<file path="config.mk">
export PLATFORM = sky130hd
export DESIGN_NAME = jk_excite_driver_flat
export DESIGN_NICKNAME = d
export VERILOG_FILES = /design/src/rtl/jk_excite_driver_if.sv /design/src/rtl/jk_excite_driver.sv /design/src/flat_wrapper.sv
export SDC_FILE = /design/constraint.sdc
export NUM_CORES = 1
export LEC_CHECK = 0
export BUFFER_PORTS_ARGS = -buffer_cell sky130_fd_sc_hd__buf_2
export CAP_MARGIN = 40
export CORE_AREA = 2 2 96 70
export DETAILED_ROUTE_END_ITERATION = 10
export DIE_AREA = 0 0 98 72
export HOLD_SLACK_MARGIN = 0.08
export MAX_ROUTING_LAYER = met4
export SETUP_SLACK_MARGIN = 0.1
export SYNTH_ARGS = -nofsm -noshare
export SYNTH_HDL_FRONTEND = slang
export SYNTH_SLANG_ARGS = --single-unit
</file>
<file path="constraint.sdc">
create_clock -name clk -period 4.1 [get_ports clk]
set_input_delay 1.23 -clock clk [delete_from_list [all_inputs] [get_ports clk]]
set_output_delay 1.23 -clock clk [all_outputs]
set_load 0.05 [all_outputs]
</file>
<file path="src/rtl/jk_excite_driver_if.sv">
`default_nettype none
// +----------------------------------------------------------------------------+
// | jk_excite_driver_if : stream/sync bundle between pattern source, driver     |
// |                       and JK bank.               Revision: 1.0             |
// +----------------------------------------------------------------------------+
interface jk_excite_driver_if #(
    parameter int WIDTH = 4
);
    logic [WIDTH-1:0] in_data;
    logic             in_valid;
    logic             in_ready;
    logic [WIDTH-1:0] j;
    logic [WIDTH-1:0] k;
    logic             out_valid;
    logic             out_ready;
    logic             sync_req;
    logic [WIDTH-1:0] sync_q;
    logic             sync_ack;
    logic [WIDTH-1:0] model_q;

    modport slave (
        input  in_data, in_valid, out_ready, sync_req, sync_q,
        output in_ready, j, k, out_valid, sync_ack, model_q
    );

    modport master (
        output in_data, in_valid, out_ready, sync_req, sync_q,
        input  in_ready, j, k, out_valid, sync_ack, model_q
    );
endinterface
`default_nettype wire

</file>
<file path="src/rtl/jk_excite_driver.sv">
`default_nettype none
// +----------------------------------------------------------------------------+
// | jk_excite_driver : turns target words into J/K excitation for a JK bank,    |
// |                    with target FIFO, shadow model and resync.              |
// | Option macro: JK_TOGGLE_EN (changing bits use J=K=1).  Revision: 1.0       |
// +----------------------------------------------------------------------------+
module jk_excite_driver #(
    parameter int WIDTH = 4,
    parameter int DEPTH = 4
) (
    input  wire logic           clk,
    input  wire logic           rst,
    jk_excite_driver_if.slave   bus
);
    localparam int PW = (DEPTH > 1) ? $clog2(DEPTH) : 1;
    localparam int CW = $clog2(DEPTH) + 1;
    localparam logic [CW-1:0] c_depth = CW'(DEPTH);

    typedef enum logic [0:0] {
        RUN      = 1'b0,
        SYNC_ACK = 1'b1
    } state_t;

    state_t           state_q;
    logic             sync_ack_q;

    logic [WIDTH-1:0] mem_q [DEPTH];
    logic [WIDTH-1:0] mem_d [DEPTH];
    logic [PW-1:0]    wr_ptr_q, wr_ptr_d;
    logic [PW-1:0]    rd_ptr_q, rd_ptr_d;
    logic [CW-1:0]    count_q, count_d;
    logic [WIDTH-1:0] j_q, j_d;
    logic [WIDTH-1:0] k_q, k_d;
    logic [WIDTH-1:0] tgt_q, tgt_d;
    logic [WIDTH-1:0] model_q, model_d;
    logic             out_valid_q, out_valid_d;

    logic             w_in_ready;
    logic             w_fifo_empty;
    logic             w_hs;
    logic             w_reg_free;
    logic             w_sync_take;
    logic             w_pop;
    logic             w_push;
    logic [WIDTH-1:0] w_head;
    logic [WIDTH-1:0] w_base;
    logic [WIDTH-1:0] w_j_next;
    logic [WIDTH-1:0] w_k_next;

    always_comb begin
        w_in_ready   = rst && (count_q < c_depth);
        w_fifo_empty = (count_q == '0);
        w_hs         = out_valid_q && bus.out_ready;
        w_reg_free   = !out_valid_q || bus.out_ready;
        w_sync_take  = rst && (state_q == RUN) && bus.sync_req && w_reg_free;
        // A taken sync steals the pop slot so the next word sees the synced model.
        w_pop        = w_reg_free && !w_fifo_empty && !w_sync_take;
        w_push       = bus.in_valid && w_in_ready;
        w_head       = mem_q[rd_ptr_q];
        w_base       = w_hs ? tgt_q : model_q;
`ifdef JK_TOGGLE_EN
        w_j_next     = w_base ^ w_head;
        w_k_next     = w_base ^ w_head;
`else
        w_j_next     = ~w_base & w_head;
        w_k_next     = w_base & ~w_head;
`endif
    end

    always_comb begin
        mem_d = mem_q;
        if (w_push) begin
            mem_d[wr_ptr_q] = bus.in_data;
        end
        wr_ptr_d = w_push ? wr_ptr_q + PW'(1) : wr_ptr_q;
        rd_ptr_d = w_pop  ? rd_ptr_q + PW'(1) : rd_ptr_q;

        count_d = count_q;
        case ({w_push, w_pop})
            2'b10:   count_d = count_q + CW'(1);
            2'b01:   count_d = count_q - CW'(1);
            default: count_d = count_q;
        endcase

        j_d         = j_q;
        k_d         = k_q;
        tgt_d       = tgt_q;
        out_valid_d = out_valid_q;
        if (w_pop) begin
            j_d         = w_j_next;
            k_d         = w_k_next;
            tgt_d       = w_head;
            out_valid_d = 1'b1;
        end else if (w_hs) begin
            out_valid_d = 1'b0;
        end

        if (w_sync_take) begin
            model_d = bus.sync_q;
        end else if (w_hs) begin
            model_d = tgt_q;
        end else begin
            model_d = model_q;
        end
    end

    always_ff @(posedge clk) begin
        mem_q <= mem_d;
    end

    always_ff @(posedge clk) begin
        if (!rst) begin
            wr_ptr_q    <= '0;
            rd_ptr_q    <= '0;
            count_q     <= '0;
            j_q         <= '0;
            k_q         <= '0;
            tgt_q       <= '0;
            model_q     <= '0;
            out_valid_q <= 1'b0;
        end else begin
            wr_ptr_q    <= wr_ptr_d;
            rd_ptr_q    <= rd_ptr_d;
            count_q     <= count_d;
            j_q         <= j_d;
            k_q         <= k_d;
            tgt_q       <= tgt_d;
            model_q     <= model_d;
            out_valid_q <= out_valid_d;
        end
    end

    always_ff @(posedge clk) begin
        if (!rst) begin
            state_q    <= RUN;
            sync_ack_q <= 1'b0;
        end else begin
            case (state_q)
                RUN: begin
                    if (w_sync_take) begin
                        state_q    <= SYNC_ACK;
                        sync_ack_q <= 1'b1;
                    end else begin
                        sync_ack_q <= 1'b0;
                    end
                end
                SYNC_ACK: begin
                    state_q    <= RUN;
                    sync_ack_q <= 1'b0;
                end
                default: begin
                    state_q    <= RUN;
                    sync_ack_q <= 1'b0;
                end
            endcase
        end
    end

    assign bus.in_ready  = w_in_ready;
    assign bus.j         = j_q;
    assign bus.k         = k_q;
    assign bus.out_valid = out_valid_q;
    assign bus.sync_ack  = sync_ack_q;
    assign bus.model_q   = model_q;
endmodule
`default_nettype wire

</file>
<file path="src/flat_wrapper.sv">
// flat-port wrapper written by rule: the top's interface ports become plain ports
module jk_excite_driver_flat 
#(
    parameter int WIDTH = 4,
    parameter int DEPTH = 4
)
  (clk, rst, bus_in_data, bus_in_valid, bus_out_ready, bus_sync_req, bus_sync_q, bus_in_ready, bus_j, bus_k, bus_out_valid, bus_sync_ack, bus_model_q);
  jk_excite_driver_if #(.WIDTH(WIDTH)) bus_i ();
  input  wire logic clk;
  input  wire logic rst;
  input wire logic [$bits(bus_i.in_data)-1:0] bus_in_data;
  input wire logic [$bits(bus_i.in_valid)-1:0] bus_in_valid;
  input wire logic [$bits(bus_i.out_ready)-1:0] bus_out_ready;
  input wire logic [$bits(bus_i.sync_req)-1:0] bus_sync_req;
  input wire logic [$bits(bus_i.sync_q)-1:0] bus_sync_q;
  output wire logic [$bits(bus_i.in_ready)-1:0] bus_in_ready;
  output wire logic [$bits(bus_i.j)-1:0] bus_j;
  output wire logic [$bits(bus_i.k)-1:0] bus_k;
  output wire logic [$bits(bus_i.out_valid)-1:0] bus_out_valid;
  output wire logic [$bits(bus_i.sync_ack)-1:0] bus_sync_ack;
  output wire logic [$bits(bus_i.model_q)-1:0] bus_model_q;
  assign bus_i.in_data = bus_in_data;
  assign bus_i.in_valid = bus_in_valid;
  assign bus_i.out_ready = bus_out_ready;
  assign bus_i.sync_req = bus_sync_req;
  assign bus_i.sync_q = bus_sync_q;
  assign bus_in_ready = bus_i.in_ready;
  assign bus_j = bus_i.j;
  assign bus_k = bus_i.k;
  assign bus_out_valid = bus_i.out_valid;
  assign bus_sync_ack = bus_i.sync_ack;
  assign bus_model_q = bus_i.model_q;
  jk_excite_driver #(.WIDTH(WIDTH), .DEPTH(DEPTH)) u_core (.clk(clk), .rst(rst), .bus(bus_i));
endmodule
</file>
==> results of run 1 <==
metal layers:
metal | wire length (um) | vias up | share of wire, %
li1 | - | 626 | -
met1 | 1940 | 578 | 52
met2 | 1500 | 31 | 40
met3 | 235 | 5 | 6.3
met4 | 34 | 0 | 0.91
met5 | 0 | - | 0
Yosys cell counts:
cell / number
dfxtp_1: 25
nor4_1: 1
nor2b_1: 1
and3b_1: 2
or3_1: 2
o32ai_1: 8
o31ai_1: 6
xnor2_1: 1
a21oi_1: 7
nand4_1: 5
and2_1: 4
inv_1: 9
nand2b_1: 2
clkbuf_1: 3
o21ai_0: 1
nor2_1: 5
o21a_1: 1
mux2i_1: 5
a211oi_1: 4
buf_2: 4
nor3_1: 5
edfxtp_1: 16
fa_1: 1
nand2_1: 11
mux2_2: 4
xor2_1: 2
buf_6: 2
or4_1: 4
ha_1: 5
mux4_2: 4
nand3b_1: 1
nor3_2: 1
nand2_2: 1
layout make-up:
type                            instances  area (um^2)
Clock buffer                            5         68.8
Sequential cell                        41          981
Timing Repair Buffer                   31          165
Multi-Input combinational cell         94          737
Fill cell                             623         3970
Inverter                                9         33.8
Clock inverter                          3         41.3
Tap cell                               78         97.6
final timing paths:
check / cells past startpoint / from / endpoint / slack, ns
max reg2reg: 8 / u_core.state_q / u_core.count_q[2] / 1.83
min reg2reg: 2 / u_core.bus.j[0] / u_core.bus.j[0] / 0.47
min: 2 / u_core.bus.j[0] / u_core.bus.j[0] / 0.47
max: 4 / rst / bus_in_ready / 0.93
worst max-delay path, delay by kind of cell:
family	cells	cell delay, ns
AND/OR/NAND/NOR	1	0.09
buffers and inverters	3	0.61
flip-flops by register name, summed over array words and instances (netlist names):
signal / flops
u_core.rd_ptr_q: 2
u_core.tgt_q: 4
u_core.bus.k: 4
u_core.bus.j: 4
u_core.bus.out_valid: 1
u_core.mem_q: 16
u_core.count_q: 3
u_core.wr_ptr_q: 2
u_core.bus.model_q: 4
u_core.state_q: 1
cells by family after synthesis:
logic type / after synthesis
AOI/OAI and AO/OA: 27
buffers and inverters: 18
and+or+nand+nor: 45
muxes: 13
DFF: 41
xor gates and xnor gates: 3
adders and majority gates: 6
power breakdown:
part	switching (mW)	internal, mW	total (mW)
logic	0.348	0.204	0.552
registers	0.0622	0.501	0.563
clock network	0.143	0.179	0.322
total	0.553	0.884	1.44
==> flow_summary.toml, run 1 <==
[run_status]
status = "finished clean"

[floorplanning]
die_area_um2 = 7060
die_w_um = 98
core_region_area_um2 = 6100
die_h_um = 72
ioPinCount = 28
initial_core_util_pct = 29.6
core.rowCount = 24

[finish]
drive_gt1_share_pct = 26.2
final_cells = 261
layout_common_cells = "27 x buf_2, 25 x dfxtp_1, 16 x edfxtp_1, 11 x nand2_1, 9 x inv_1"
final_common_cell = "buf_2"
fin_nets = 201
antenna_cells = 0
utilization_pct = 34.9
final_area_um2 = 2120
area_delta_synth_final_pct = 17.7

[synthesis]
synth_top_area_share_pct = 27.7
syn-instance-count = 153
ys_warn_count = 0
synth_fa_ha_area_share_pct = 4.57
synth.area.top_cells = "dfxtp_1 28%, edfxtp_1 27%, mux4_2 5.0%"
yosysTopAreaCell = "dfxtp_1"
synth_top_family_by_area = "simple AND/OR/NAND/NOR gates"
syn-mean-instance-area_um2 = 11.8
ys_seq_area_share_pct = 54.3
synth-xor-area-share_pct = 1.46
synth_compound_area_share_pct = 10.7
synth_nets = 172
synth_cell_type_count = 33
ys_ff_latch = 41
synth_simple_gate_area_share_pct = 13.9
synthMuxAreaShare_pct = 10.3
synth_area_um2 = 1810

[timing]
finalWorstSetupSlack_ns = 0.935
rsz0062_at_grt = "no"
period_needed_ns = 3.17
worstMarginPinSlew_ns = 0.425
finalHoldWorstSlack_ns = 0.474
final.setup_skew_ns = 0.00625
setup_viol = 0
finalCritPeriodShare_pct = 77.2
maxSlewViolCount = 0
hold_viol = 0
relSlewSlack_pct = 71.6
max_freq_ghz = 0.316
tns_ns = 0

[route]
wl_per_cell_um = 14.2
drtAntennaViolNets = 0
drtIter0Drc = 112
drc_errors = 0
finalWirelength_um = 3720
first_pass_iters = 4
via_per_inst = 4.75
vias = 1240

[clock_network]
post_cts.repair.setup_buffers = 0
cts.clk_slew.worst_paths_ns = 0.08
hold_buffers = 0
cts_tree = "yes"
clock_latency_ns = 0.29
cts_resized = 0
cts_htree_levels = 2
root_buffer = "clkbuf_8"
numCtsBuffers = 5
clk_path_buf_depth = 2
cts.sinks = 41

[place]
place_congestion = 0.746
dpl.cell_count = 253
place_ws_ns = 0.752
place_area_um2 = 2010
dp_hpwl_um = 2660
io_buffers = 27

[global_routing]
grt_pass1_wl_um = 6270
busiest_layer = "met1"
grt_pass1_vias = 1238
grt_max_degree = 23
grt_antenna_before_repair = 0
grtUsageTotal_pct = 11.8
grt_use_met3_pct = 3.56
grt_overflow = 0
grtUsageMet2_pct = 15.6
met1_usage_pct = 17.4

[worst_setup_path]
arrival_ns = 1.94
cpMostUsedCell = "buf_2"
criticalPathCategory = "in2out"
cpMaxStageDelayCell = "buf_2"
worstPathCellList = "buf_2, inv_1, nor2_1, buf_2"
path_max_fanout = 15
startpoint_type = "primary input"
cp-end-kind = "output pin"
max_stage_delay_ns = 0.26
cp.required_ns = 2.87

[power_and_ir_drop]
p_leak_nw = 0.825
power_density_nw_per_um2 = 676
peakVddDrop_mv = 0.244
design_power_total_mw = 1.44

[run]
cap_violations = 0

[min_path]
hold_path.class = "reg2reg"
(Power assumes the default switching activity.)
==> inputs of run 2 (changes only) <==
clock period = 2.7 ns   (was 4.1 ns; I/O delays follow)
==> run 2 against run 1 <==
Worst hold slack barely moved. Die area did not move. Largest cell class unchanged. Critical path type unchanged. Sequential power rose by 52%. Wire length rose by 3.6%. Clock power rose by 23%.
==> flow_summary.toml, run 2 (same netlist as run 1, synthesis figures left out) <==
[finish]
area_delta_synth_final_pct = 18.2
antenna_cells = 0
final_common_cell = "buf_2"
fillers = 615
multi_input_area_um2 = 748
largest_reg_flops = 16
seq_area_um2 = 981
fin_nets = 204
final_cells = 264
drive_gt1_share_pct = 29.0
layout_common_cells = "27 x buf_2, 25 x dfxtp_1, 16 x edfxtp_1, 11 x nand2_1, 9 x inv_1"
top_register = "u_core.mem_q"

[timing]
maxSlewViolCount = 0
period_needed_ns = 2.37
worstMarginPinSlew_ns = 0.447
relSlewSlack_pct = 70.1
finalWorstSetupSlack_ns = 0.334
max_freq_ghz = 0.423
hold_viol = 0
final.setup_skew_ns = 0.00947
setup_viol = 0
finalCritPeriodShare_pct = 87.6
rsz0062_at_grt = "no"
tns_ns = 0

[worst_setup_path]
cpMostUsedCell = "buf_2"
startpoint_type = "primary input"
cp-end-kind = "output pin"
cp.required_ns = 1.89
max_stage_delay_ns = 0.27
cpMaxStageDelayCell = "buf_2"
worst-path-buf-inv = 4
worstPathCellList = "buf_2, buf_4, inv_1, nor2_1, buf_2"
arrival_ns = 1.56
criticalPathCategory = "in2out"
crit_family = "buffers and inverters"
path_max_fanout = 14

[run]
cap_violations = 0

[clock_network]
numCtsBuffers = 5
post_cts.repair.setup_buffers = 0
root_buffer = "clkbuf_8"
cts_htree_levels = 2
clk_path_buf_depth = 2
clock_latency_ns = 0.29
hold_buffers = 0
cts_tree = "yes"
cts.sinks = 41
cts_resized = 0
cts.clk_slew.worst_paths_ns = 0.07

[global_routing]
grtUsageTotal_pct = 12.3
grt_antenna_before_repair = 0
grt_pass1_wl_um = 6510
grt_pass1_vias = 1269
grt_max_degree = 23
grt_overflow = 0

[place]
place_congestion = 0.748
place_ws_ns = 0.117
dp_hpwl_um = 2750
dpl.cell_count = 256
io_buffers = 27

[power_and_ir_drop]
peakVddDrop_mv = 0.327
design_power_total_mw = 2.12
p_leak_nw = 0.830
power_density_nw_per_um2 = 992

[floorplanning]
die_w_um = 98
initial_core_util_pct = 29.6
core.rowCount = 24
die_area_um2 = 7060
core_region_area_um2 = 6100
die_h_um = 72
ioPinCount = 28

[route]
wl_per_cell_um = 14.6
via_per_inst = 4.85
drtIter0Drc = 79
drtAntennaViolNets = 0
vias = 1280
finalWirelength_um = 3850
drc_errors = 0
first_pass_iters = 4

[run_status]
status = "finished clean"

[min_path]
hold_path.class = "reg2reg"
[run 2: changes by cell type in the layout (fill, tap and decap cells not counted)]
cell,delta
ha_2,+1
nor3_2,-1
ha_1,-1
fa_1,-1
bufinv_16,-1
clkinv_1,-1
nor3_4,+1
buf_4,+3
clkinv_2,+2
fa_2,+1
[run 2: power by group]
part | internal, mW | switching, mW | total, mW
logic | 0.327 | 0.537 | 0.864
registers | 0.760 | 0.0954 | 0.856
clock network | 0.179 | 0.219 | 0.397
total | 1.27 | 0.852 | 2.12
[run 2: metrics by stage]
stage	hold WS, ns	area [um^2]	util (%)
floorplan	0.458	1820	-
global placement	0.462	2050	33.6
detailed placement	0.466	2050	33.6
CTS	0.477	2130	35.0
global route	0.502	2130	35.0
finish	0.475	2130	35.0
[run 2: worst paths after layout]
| kind | from | endpoint | slack [ns] | cells past startpoint |
|---|---|---|---|---|
| setup reg to reg | u_core.count_q[2] | u_core.count_q[2] | 0.67 | 9 |
| hold reg to reg | u_core.bus.k[2] | u_core.bus.k[2] | 0.47 | 2 |
| setup / recovery | rst | bus_in_ready | 0.33 | 5 |
| hold / removal | u_core.bus.k[2] | u_core.bus.k[2] | 0.47 | 2 |
[run 2: tightest hold or removal path: cells and delay by family (launching register included)]
kind             cells  cell delay (ns)
AO/OA/AOI/OAI        1             0.06
flip-flops           1             0.32
AND/OR/NAND/NOR      1             0.05
[run 2: area by class of cell]
cell class | instances | area share, %
Tap cell | 78 | 4.57
Timing Repair Buffer | 34 | 8.79
Clock buffer | 5 | 3.22
Sequential cell | 41 | 46.0
Multi-Input combinational cell | 94 | 35.1
Inverter | 9 | 1.58
Clock inverter | 3 | 0.821
[run 2: per-layer routing]
metal	part of all wire (%)	wire length [um]	up-vias	GRT usage [%]
met5	0	0	-	-
met4	0.83	32	0	2.31
met3	5.5	210	5	4.34
met2	44	1680	37	17.3
met1	50	1930	606	17.2
li1	-	-	632	-
==> inputs of run 3 (changes only) <==
CORE_AREA = 2 2 75 56   (was 2 2 96 70)
DIE_AREA = 0 0 77 58   (was 0 0 98 72)
GPL_TIMING_DRIVEN = 0   (was unset)
PLACE_DENSITY = 0.76   (was unset)
==> run 3 against run 2 <==
Design area increased by 1.6%. Worst setup slack worse by 0.18 ns. Final cell count fell by 8.7%. Sequential power down 2%. Sequential share of layout area shrank 0.74 points. Die area shrank 37%. Wire length fell by 1.3%. Register-to-register slack got worse by 0.22 ns. Worst hold slack got worse by 0.0019 ns. Core utilization grew 23 points. Via count increased by 7.3%. Clock power grew 49%. Largest cell class unchanged. Largest power group unchanged.
==> flow_summary.toml, run 3 (same netlist as run 1, synthesis figures left out) <==
[floorplanning]
die_area_um2 = 4470
die_w_um = 77
initial_core_util_pct = 48.1
ioPinCount = 28
core_region_area_um2 = 3760
core.rowCount = 19
die_h_um = 58

[finish]
antenna_cells = 0
final_common_cell = "buf_2"
top_register = "u_core.mem_q"
fin_nets = 207
layout_common_cells = "30 x buf_2, 25 x dfxtp_1, 16 x edfxtp_1, 11 x nand2_1, 9 x inv_1"
drive_gt1_share_pct = 29.1
largest_reg_flops = 16
final_cells = 241
fillers = 323
area_delta_synth_final_pct = 20.2

[timing]
hold_viol = 0
final.setup_skew_ns = 0.00359
max_freq_ghz = 0.393
setup_viol = 0
finalCritPeriodShare_pct = 94.3
finalWorstSetupSlack_ns = 0.155
tns_ns = 0
period_needed_ns = 2.55
maxSlewViolCount = 0
relSlewSlack_pct = 71.9
worstMarginPinSlew_ns = 0.422
finalHoldWorstSlack_ns = 0.473
rsz0062_at_grt = "no"

[clock_network]
cts_tree = "yes"
hold_buffers = 0
numCtsBuffers = 5
cts.clk_slew.worst_paths_ns = 0.08
cts.sinks = 41
clk_path_buf_depth = 2
clock_latency_ns = 0.30
root_buffer = "clkbuf_8"
cts_htree_levels = 2

[worst_setup_path]
worstPathCellList = "buf_2, and3b_1, buf_6, nor3_4, ha_2, inv_1, fa_2, xor2_1, or3_1, a21oi_1"
criticalPathCategory = "in2reg"
arrival_ns = 2.77
cp.required_ns = 2.93
cp-end-kind = "register"
path_max_fanout = 10
worst-path-buf-inv = 3
max_stage_delay_ns = 0.33
crit_family = "simple AND/OR/NAND/NOR gates"
r2r_setup_slack_ns = 0.45
startpoint_type = "primary input"
cpMaxStageDelayCell = "fa_2"

[power_and_ir_drop]
peakVddDrop_mv = 0.675
design_power_total_mw = 2.34
p_leak_nw = 0.861
power_density_nw_per_um2 = 1080

[route]
via_per_inst = 5.70
drc_errors = 0
finalWirelength_um = 3800
wl_per_cell_um = 15.8
drtIter0Drc = 93
first_pass_iters = 4
vias = 1373
drtAntennaViolNets = 0

[min_path]
hold_path.class = "reg2reg"

[run]
cap_violations = 0

[place]
io_buffers = 27
dp_hpwl_um = 2790
dpl.cell_count = 232
place_ws_ns = -0.457
place_congestion = 0.840

[global_routing]
grtUsageTotal_pct = 18.4
grt_max_degree = 15
grt_antenna_before_repair = 0
grt_overflow = 0
grt_pass1_wl_um = 6050
grt_pass1_vias = 1296

[run_status]
status = "finished clean"
==> run 3: timing repair <==
action | in CTS | in global routing
pin swaps | 1 | 0
gates resized for setup | 0 | 2
setup endpoints to repair | 2 | 1
buffers inserted | 1 | 0
==> run 3: through the flow <==
step,cell area (um^2),utilization [%]
after global routing,2170,57.8
after detailed placement,2020,53.9
after global placement,2020,53.9
after CTS,2170,57.7
final,2170,57.8
after floorplan,1820,-
==> run 3: routing by layer <==
| metal | global-route usage [%] | vias to the layer above | wire [um] |
|---|---|---|---|
| li1 | - | 648 | - |
| met1 | 23.3 | 658 | 1680 |
| met2 | 28.2 | 60 | 1750 |
| met3 | 6.07 | 7 | 302 |
| met4 | 6.12 | 0 | 69 |
| met5 | - | - | 0 |
==> run 3: worst register-to-register path, cell delays in order (launching register included) <==
cell	delay (ns)
dfxtp_1	0.36
and3b_1	0.23
buf_6	0.16
nor3_4	0.21
ha_2	0.23
inv_1	0.06
fa_2	0.33
xor2_1	0.16
or3_1	0.30
a21oi_1	0.14
==> run 3: final timing paths <==
check	start	endpoint	depth (start not counted)
worst max-delay path	rst	u_core.count_q[2]	10
worst min-delay path	u_core.bus.j[3]	u_core.bus.j[3]	2
worst max register to register	u_core.state_q	u_core.count_q[2]	9
worst min register to register	u_core.bus.j[3]	u_core.bus.j[3]	2
==> run 3: area by class of cell <==
type,instances,area [um^2],share of cell area [%]
timing repair buffer,28,143,6.57
multi-input combinational,94,748,34.5
tap,52,65.1,3.00
inverter,9,33.8,1.56
clock inverter,3,68.8,3.17
sequential,41,981,45.2
clock buffer,5,68.8,3.17
buffer,9,61.3,2.83
==> run 3: power by group <==
group | total, mW | internal [mW] | switching [mW]
Clock | 0.591 | 0.372 | 0.220
Combinational | 0.903 | 0.335 | 0.567
Sequential | 0.842 | 0.760 | 0.0820
Total | 2.34 | 1.47 | 0.869
